**src/rtl/serv_bufreg_pkg.sv**
```systemverilog
// Shared encodings for the serial buffer-register sequencer: operation codes,
// controller states and the last bit index of a 32-bit word.
package serv_bufreg_pkg;

   localparam logic [1:0] OP_LOAD  = 2'b00;
   localparam logic [1:0] OP_STORE = 2'b01;
   localparam logic [1:0] OP_SHIFT = 2'b10;
   localparam logic [1:0] OP_MDU   = 2'b11;

   typedef enum logic [1:0] {
      S_IDLE = 2'd0,
      S_INIT = 2'd1,
      S_BUS  = 2'd2,
      S_RUN  = 2'd3
   } state_t;

   localparam logic [4:0] CNT_LAST = 5'd31;

endpackage

```
**src/rtl/serv_bufreg_ctrl_bit_cnt.sv**
```systemverilog
// 5-bit serial bit counter with enable and synchronous clear; decodes the
// first, second and last bit positions of a word.
module serv_bit_cnt
   import serv_bufreg_pkg::*;
(
   input  logic clk,
   input  logic rst,
   input  logic en,
   input  logic clr,
   output logic cnt0,
   output logic cnt1,
   output logic cnt_done
);

   logic [4:0] cnt;

   // Wraps 31 -> 0 on its own, so consecutive 32-cycle phases need no clear.
   always_ff @(posedge clk) begin
      if (rst || clr) begin
         cnt <= 5'd0;
      end else if (en) begin
         cnt <= cnt + 5'd1;
      end
   end

   assign cnt0     = (cnt == 5'd0);
   assign cnt1     = (cnt == 5'd1);
   assign cnt_done = (cnt == CNT_LAST);

endmodule

```
**src/rtl/serv_bufreg_ctrl.sv**
```systemverilog
// Sequencer for the bit-serial buffer register: INIT phase, then bus handshake
// or RUN phase. Optional bus watchdog enabled by SERV_BUFREG_CTRL_TIMEOUT_EN.
module serv_bufreg_ctrl
   import serv_bufreg_pkg::*;
#(
   parameter int          MDU     = 0,
   parameter int unsigned TIMEOUT = 255
) (
   input  logic       i_clk,
   input  logic       i_rst,
   input  logic       i_req,
   input  logic [1:0] i_op,
   output logic       o_ready,
   output logic       o_en,
   output logic       o_init,
   output logic       o_cnt0,
   output logic       o_cnt1,
   output logic       o_cnt_done,
   output logic       o_mdu_op,
   output logic       o_dbus_cyc,
   output logic       o_dbus_we,
   input  logic       i_dbus_ack,
   output logic       o_done,
   output logic       o_err
);

   state_t     state;
   state_t     state_nxt;
   logic [1:0] op_q;
   logic       mdu_q;
   logic       done_q;
   logic       err_q;

   logic accept;
   logic cnt_en;
   logic cnt0_raw;
   logic cnt1_raw;
   logic cnt_done_raw;
   logic bus_ack;
   logic run_end;
   logic bus_timeout;
   logic is_mem_op;

   assign accept    = (state == S_IDLE) && i_req;
   assign cnt_en    = (state == S_INIT) || (state == S_RUN);
   assign bus_ack   = (state == S_BUS) && i_dbus_ack;
   assign run_end   = (state == S_RUN) && cnt_done_raw;
   assign is_mem_op = (op_q == OP_LOAD) || (op_q == OP_STORE);

   serv_bit_cnt u_bit_cnt (
      .clk      (i_clk),
      .rst      (i_rst),
      .en       (cnt_en),
      .clr      (accept),
      .cnt0     (cnt0_raw),
      .cnt1     (cnt1_raw),
      .cnt_done (cnt_done_raw)
   );

`ifdef SERV_BUFREG_CTRL_TIMEOUT_EN
   localparam logic [7:0] WD_LAST = 8'(TIMEOUT - 1);
   logic [7:0] wd;

   // Counts completed BUS cycles; held at zero whenever the bus is idle.
   always_ff @(posedge i_clk) begin
      if (i_rst) begin
         wd <= 8'd0;
      end else if (state == S_BUS) begin
         wd <= wd + 8'd1;
      end else begin
         wd <= 8'd0;
      end
   end

   // An ack in the limit cycle takes priority over the timeout.
   assign bus_timeout = (state == S_BUS) && !i_dbus_ack && (wd == WD_LAST);
`else
   logic unused_timeout;
   assign unused_timeout = ^TIMEOUT;
   assign bus_timeout    = 1'b0;
`endif

   always_comb begin
      state_nxt = state;
      case (state)
         S_IDLE: if (i_req)                      state_nxt = S_INIT;
         S_INIT: if (cnt_done_raw)               state_nxt = is_mem_op ? S_BUS : S_RUN;
         S_BUS:  if (i_dbus_ack || bus_timeout)  state_nxt = S_IDLE;
         S_RUN:  if (cnt_done_raw)               state_nxt = S_IDLE;
         default:                                state_nxt = S_IDLE;
      endcase
   end

   always_ff @(posedge i_clk) begin
      if (i_rst) begin
         state  <= S_IDLE;
         op_q   <= OP_LOAD;
         mdu_q  <= 1'b0;
         done_q <= 1'b0;
         err_q  <= 1'b0;
      end else begin
         state  <= state_nxt;
         done_q <= bus_ack || run_end;
         err_q  <= bus_timeout;
         if (accept) begin
            op_q  <= i_op;
            mdu_q <= (MDU != 0) && (i_op == OP_MDU);
         end
      end
   end

   assign o_ready    = (state == S_IDLE);
   assign o_en       = cnt_en;
   assign o_init     = (state == S_INIT);
   assign o_cnt0     = cnt_en && cnt0_raw;
   assign o_cnt1     = cnt_en && cnt1_raw;
   assign o_cnt_done = cnt_en && cnt_done_raw;
   assign o_mdu_op   = mdu_q;
   assign o_dbus_cyc = (state == S_BUS);
   assign o_dbus_we  = (state == S_BUS) && (op_q == OP_STORE);
   assign o_done     = done_q;
   assign o_err      = err_q;

endmodule

```
**config.mk**
```make
export PLATFORM = sky130hd
export DESIGN_NAME = serv_bufreg_ctrl
export DESIGN_NICKNAME = d
export VERILOG_FILES = /design/src/rtl/serv_bufreg_pkg.sv /design/src/rtl/serv_bufreg_ctrl_bit_cnt.sv /design/src/rtl/serv_bufreg_ctrl.sv
export SDC_FILE = /design/constraint.sdc
export NUM_CORES = 1
export LEC_CHECK = 0
export ABC_AREA = 1
export ABC_CLOCK_PERIOD_IN_PS = 3630
export BUFFER_PORTS_ARGS = -buffer_cell sky130_fd_sc_hd__clkbuf_2
export CAP_MARGIN = 20
export CELL_PAD_IN_SITES_DETAIL_PLACEMENT = 1
export CELL_PAD_IN_SITES_GLOBAL_PLACEMENT = 1
export CORE_MARGIN = 2
export CORE_UTILIZATION = 35
export DETAILED_ROUTE_END_ITERATION = 8
export PLACE_DENSITY_LB_ADDON = 0.1
export SLEW_MARGIN = 5
export SYNTH_ARGS = -nofsm -noshare
export SYNTH_HDL_FRONTEND = slang
export SYNTH_HIERARCHICAL = 1
export SYNTH_SLANG_ARGS = --single-unit
export TNS_END_PERCENT = 10
```
**constraint.sdc**
```tcl
create_clock -name i_clk -period 3.63 [get_ports i_clk]
set_clock_uncertainty 0.05 [all_clocks]
set_input_delay 0.1815 -clock i_clk [delete_from_list [all_inputs] [get_ports i_clk]]
set_output_delay 0.1815 -clock i_clk [all_outputs]
set_load 0.05 [all_outputs]
```
==> flow_metrics.env <==
export IMPL_start_kind="flop"
export IMPL_drt_wl_total_mm=1.26
export IMPL_grt_pass1_wl_mm=2.03
export IMPL_cp_end_kind="output port"
export IMPL_period_needed_ps=1950
export IMPL_synth_top_area_cell="dfxtp_1"
export IMPL_fillerInstances=215
export IMPL_clock_sinks=10
export IMPL_clock_latency_ps=270
export IMPL_port_buffers=14
export IMPL_ctsLongestPathBuffers=2
export IMPL_worstSetupPathType="flop to output port"
export IMPL_worst_pin_slew_ps=550
export IMPL_ir_worst_vdd_v=0.000169
export IMPL_p_int_uw=200
export IMPL_maxSlewHeadroom_pct=63.3
export IMPL_dieHeight_um=44.8
export IMPL_ys_seq_area_share_pct=34.4
export IMPL_pwr_share_seq_pct=41.0
export IMPL_combPwrFrac_pct=26.8
export IMPL_cp_required_ps=3400
export IMPL_arrival_ps=1710
export IMPL_diodes=0
export IMPL_grt_max_degree=17
export IMPL_swShare_pct=36.5
export IMPL_final_net_count=114
export IMPL_crit_start="u_bit_cnt/cnt[0]$_SDFFE_PP0P_"
export IMPL_setup_viol=0
export IMPL_synthTopCellsByArea="dfxtp_1 34%, nand2_1 10%, nor2_1 9.7%, ha_1 8.6%, inv_1 7.1%"
export IMPL_drtAntennaViolNets=0
export IMPL_post_cts_resized=0
export IMPL_htree_levels=1
export IMPL_ys_ff_latch=10
export IMPL_stdcell_count=119
export IMPL_drv_cap=0
export IMPL_synth_main_ff_cell="dfxtp_1"
export IMPL_floorplan_initialDensity_pct=38.2
export IMPL_drc=0
export IMPL_synth_cell_types=19
export IMPL_post_cts_buffers=0
export IMPL_hold_slack_ps=76.8
export IMPL_maxSlewViolCount=0
export IMPL_vias=534
export IMPL_multi_input_area_um2=290
export IMPL_seq_area_um2=200
export IMPL_r2r_start="u_bit_cnt/cnt[0]$_SDFFE_PP0P_"
export IMPL_power_uw=315
export IMPL_power_per_cell_area_nw_per_um2=462
export IMPL_worst_path_buf_inv=2
export IMPL_crit_chain="ha_1, nand2_1, nor2_1, ha_1, nand2_1, inv_2, clkbuf_2"
export IMPL_hold_viol=0
export IMPL_cp_slowest_cell="dfxtp_1"
export IMPL_critPathMaxStageDelay_ps=440
export IMPL_placedCellCount=115
export IMPL_status="completed"
export IMPL_io_pins=17
export IMPL_hp_class="input port to flop"
export IMPL_synth_top_area_share_pct=34.4
export IMPL_pwr_share_clk_pct=32.2
export IMPL_synth_commonest_cells="16 x nand2_1, 15 x nor2_1, 11 x inv_1, 10 x dfxtp_1"
export IMPL_cp_top_family="flip-flops"
export IMPL_syn2layout_area_growth_pct=17.2
export IMPL_routed_via_density=4.49
export IMPL_drive_gt1_share_pct=30.1
export IMPL_ctsHoldBuffers=0
export IMPL_power_switching_uw=115
export IMPL_cts_root_buf="clkbuf_4"
export IMPL_min_period_over_period_pct=53.6
export IMPL_syn_inst=88
export IMPL_antenna_found_initial=0
export IMPL_path_max_fanout=6
export IMPL_fmax_mhz=514
export IMPL_synth_area_per_cell_um2=6.61
export IMPL_grt_pass1_vias=467
export IMPL_yosysWarnings=6
export IMPL_rows=14
export IMPL_clkTransAtPathRegs_ps=70
export IMPL_core_area_um2=1520
export IMPL_overflow=0
export IMPL_cts_buffers=3
export IMPL_grt_total_usage_pct=14.4
export IMPL_first_iter_violations=6
export IMPL_fin_ws_ps=1680
export IMPL_place_hpwl_mm=1.02
export IMPL_rsz0062_at_grt="no"
export IMPL_first_pass_iters=4
export IMPL_async_flop_share_pct=0
export IMPL_yosysMostFrequentCell="nand2_1"
export IMPL_dieArea_um2=2000
export IMPL_synth_cell_area_um2=582
export IMPL_wl_per_cell_um=10.6
export IMPL_cts_tree="yes"
export IMPL_gp_congestion=0.780
export IMPL_synth_edf_count=0
export IMPL_hp_start="i_rst"
export IMPL_dp_slack_ps=1980
export IMPL_setup_tns_final_ps=0
export IMPL_leakagePower_uw=0.000363
export IMPL_dieWidth_um=44.8
[path summary, 6_finish.rpt]
| path | slack, ps | to | depth (start not counted) |
|---|---|---|---|
| max | 1680 | o_cnt_done | 7 |
| min | 80 | state[0]$_SDFFE_PP0P_ | 2 |
| max reg2reg | 2000 | state[0]$_SDFFE_PP0P_ | 10 |
| min reg2reg | 420 | op_q[1]$_SDFFE_PP0P_ | 2 |
[layout make-up]
class | count | share of cell area, %
multi-input combinational | 58 | 42.6
inverter | 17 | 9.54
clock buffer | 4 | 5.32
tap | 16 | 2.94
sequential | 10 | 29.4
timing repair buffer | 14 | 10.3
[sequential cells by signal, summed over array words and instances (netlist names)]
name,cells
u_bit_cnt/cnt,5
op_q,2
state,2
o_done,1
[worst reg2reg max path, cell delays in order, from the launching register on]
cell,delay (ps)
dfxtp_1,440
ha_1,230
nand2_1,60
nor2_1,110
ha_1,190
inv_1,40
nand2_1,80
nand2_1,90
inv_1,80
nand2_1,60
a21oi_2,130
[stage by stage]
| step | area, um2 | utilization (%) |
|---|---|---|
| after global placement | 646 | 42.4 |
| after detailed placement | 646 | 42.4 |
| after CTS | 682 | 44.7 |
| after floorplan | 586 | - |
| final | 682 | 44.7 |
| after global routing | 682 | 44.7 |
[kinds of logic (layout without fill, tap and decap cells)]
family / Yosys count / in the layout / synth area share [%]
AO/OA/AOI/OAI: 12 / 12 / 11.0
adder cells (fa/ha/maj): 4 / 4 / 8.60
buffers and inverters: 21 / 35 / 16.3
flip-flops: 10 / 10 / 34.4
AND/OR/NAND/NOR: 40 / 40 / 29.0
other: 1 / 2 / 0.645
[routing by layer]
layer / GRT usage (%) / vias up / share of wire, %
li1: - / 288 / -
met1: 18.8 / 232 / 51
met2: 20.6 / 12 / 43
met3: 6.00 / 2 / 4.5
met4: 7.06 / 0 / 0.87
met5: 0 / - / 0
[power groups by stage]
stage | Combinational (uW) | Clock [uW] | Sequential [uW]
after global placement | 83.8 | 0 | 131
after global routing | 94.0 | 115 | 131
after CTS | 85.5 | 110 | 130
final | 84.4 | 102 | 129
after floorplan | 78.6 | 0 | 123
after detailed placement | 85.3 | 0 | 132
[cells in the final DEF (no fill, tap or decap), drive strengths merged, types with 2 or more instances in the layout]
master,instances
clkbuf,18
nand2,18
nand3,2
dfxtp,10
a21oi,6
nor2,19
ha,4
inv,16
conb,2
o21ai,6
Power figures use the tool's default switching activity.
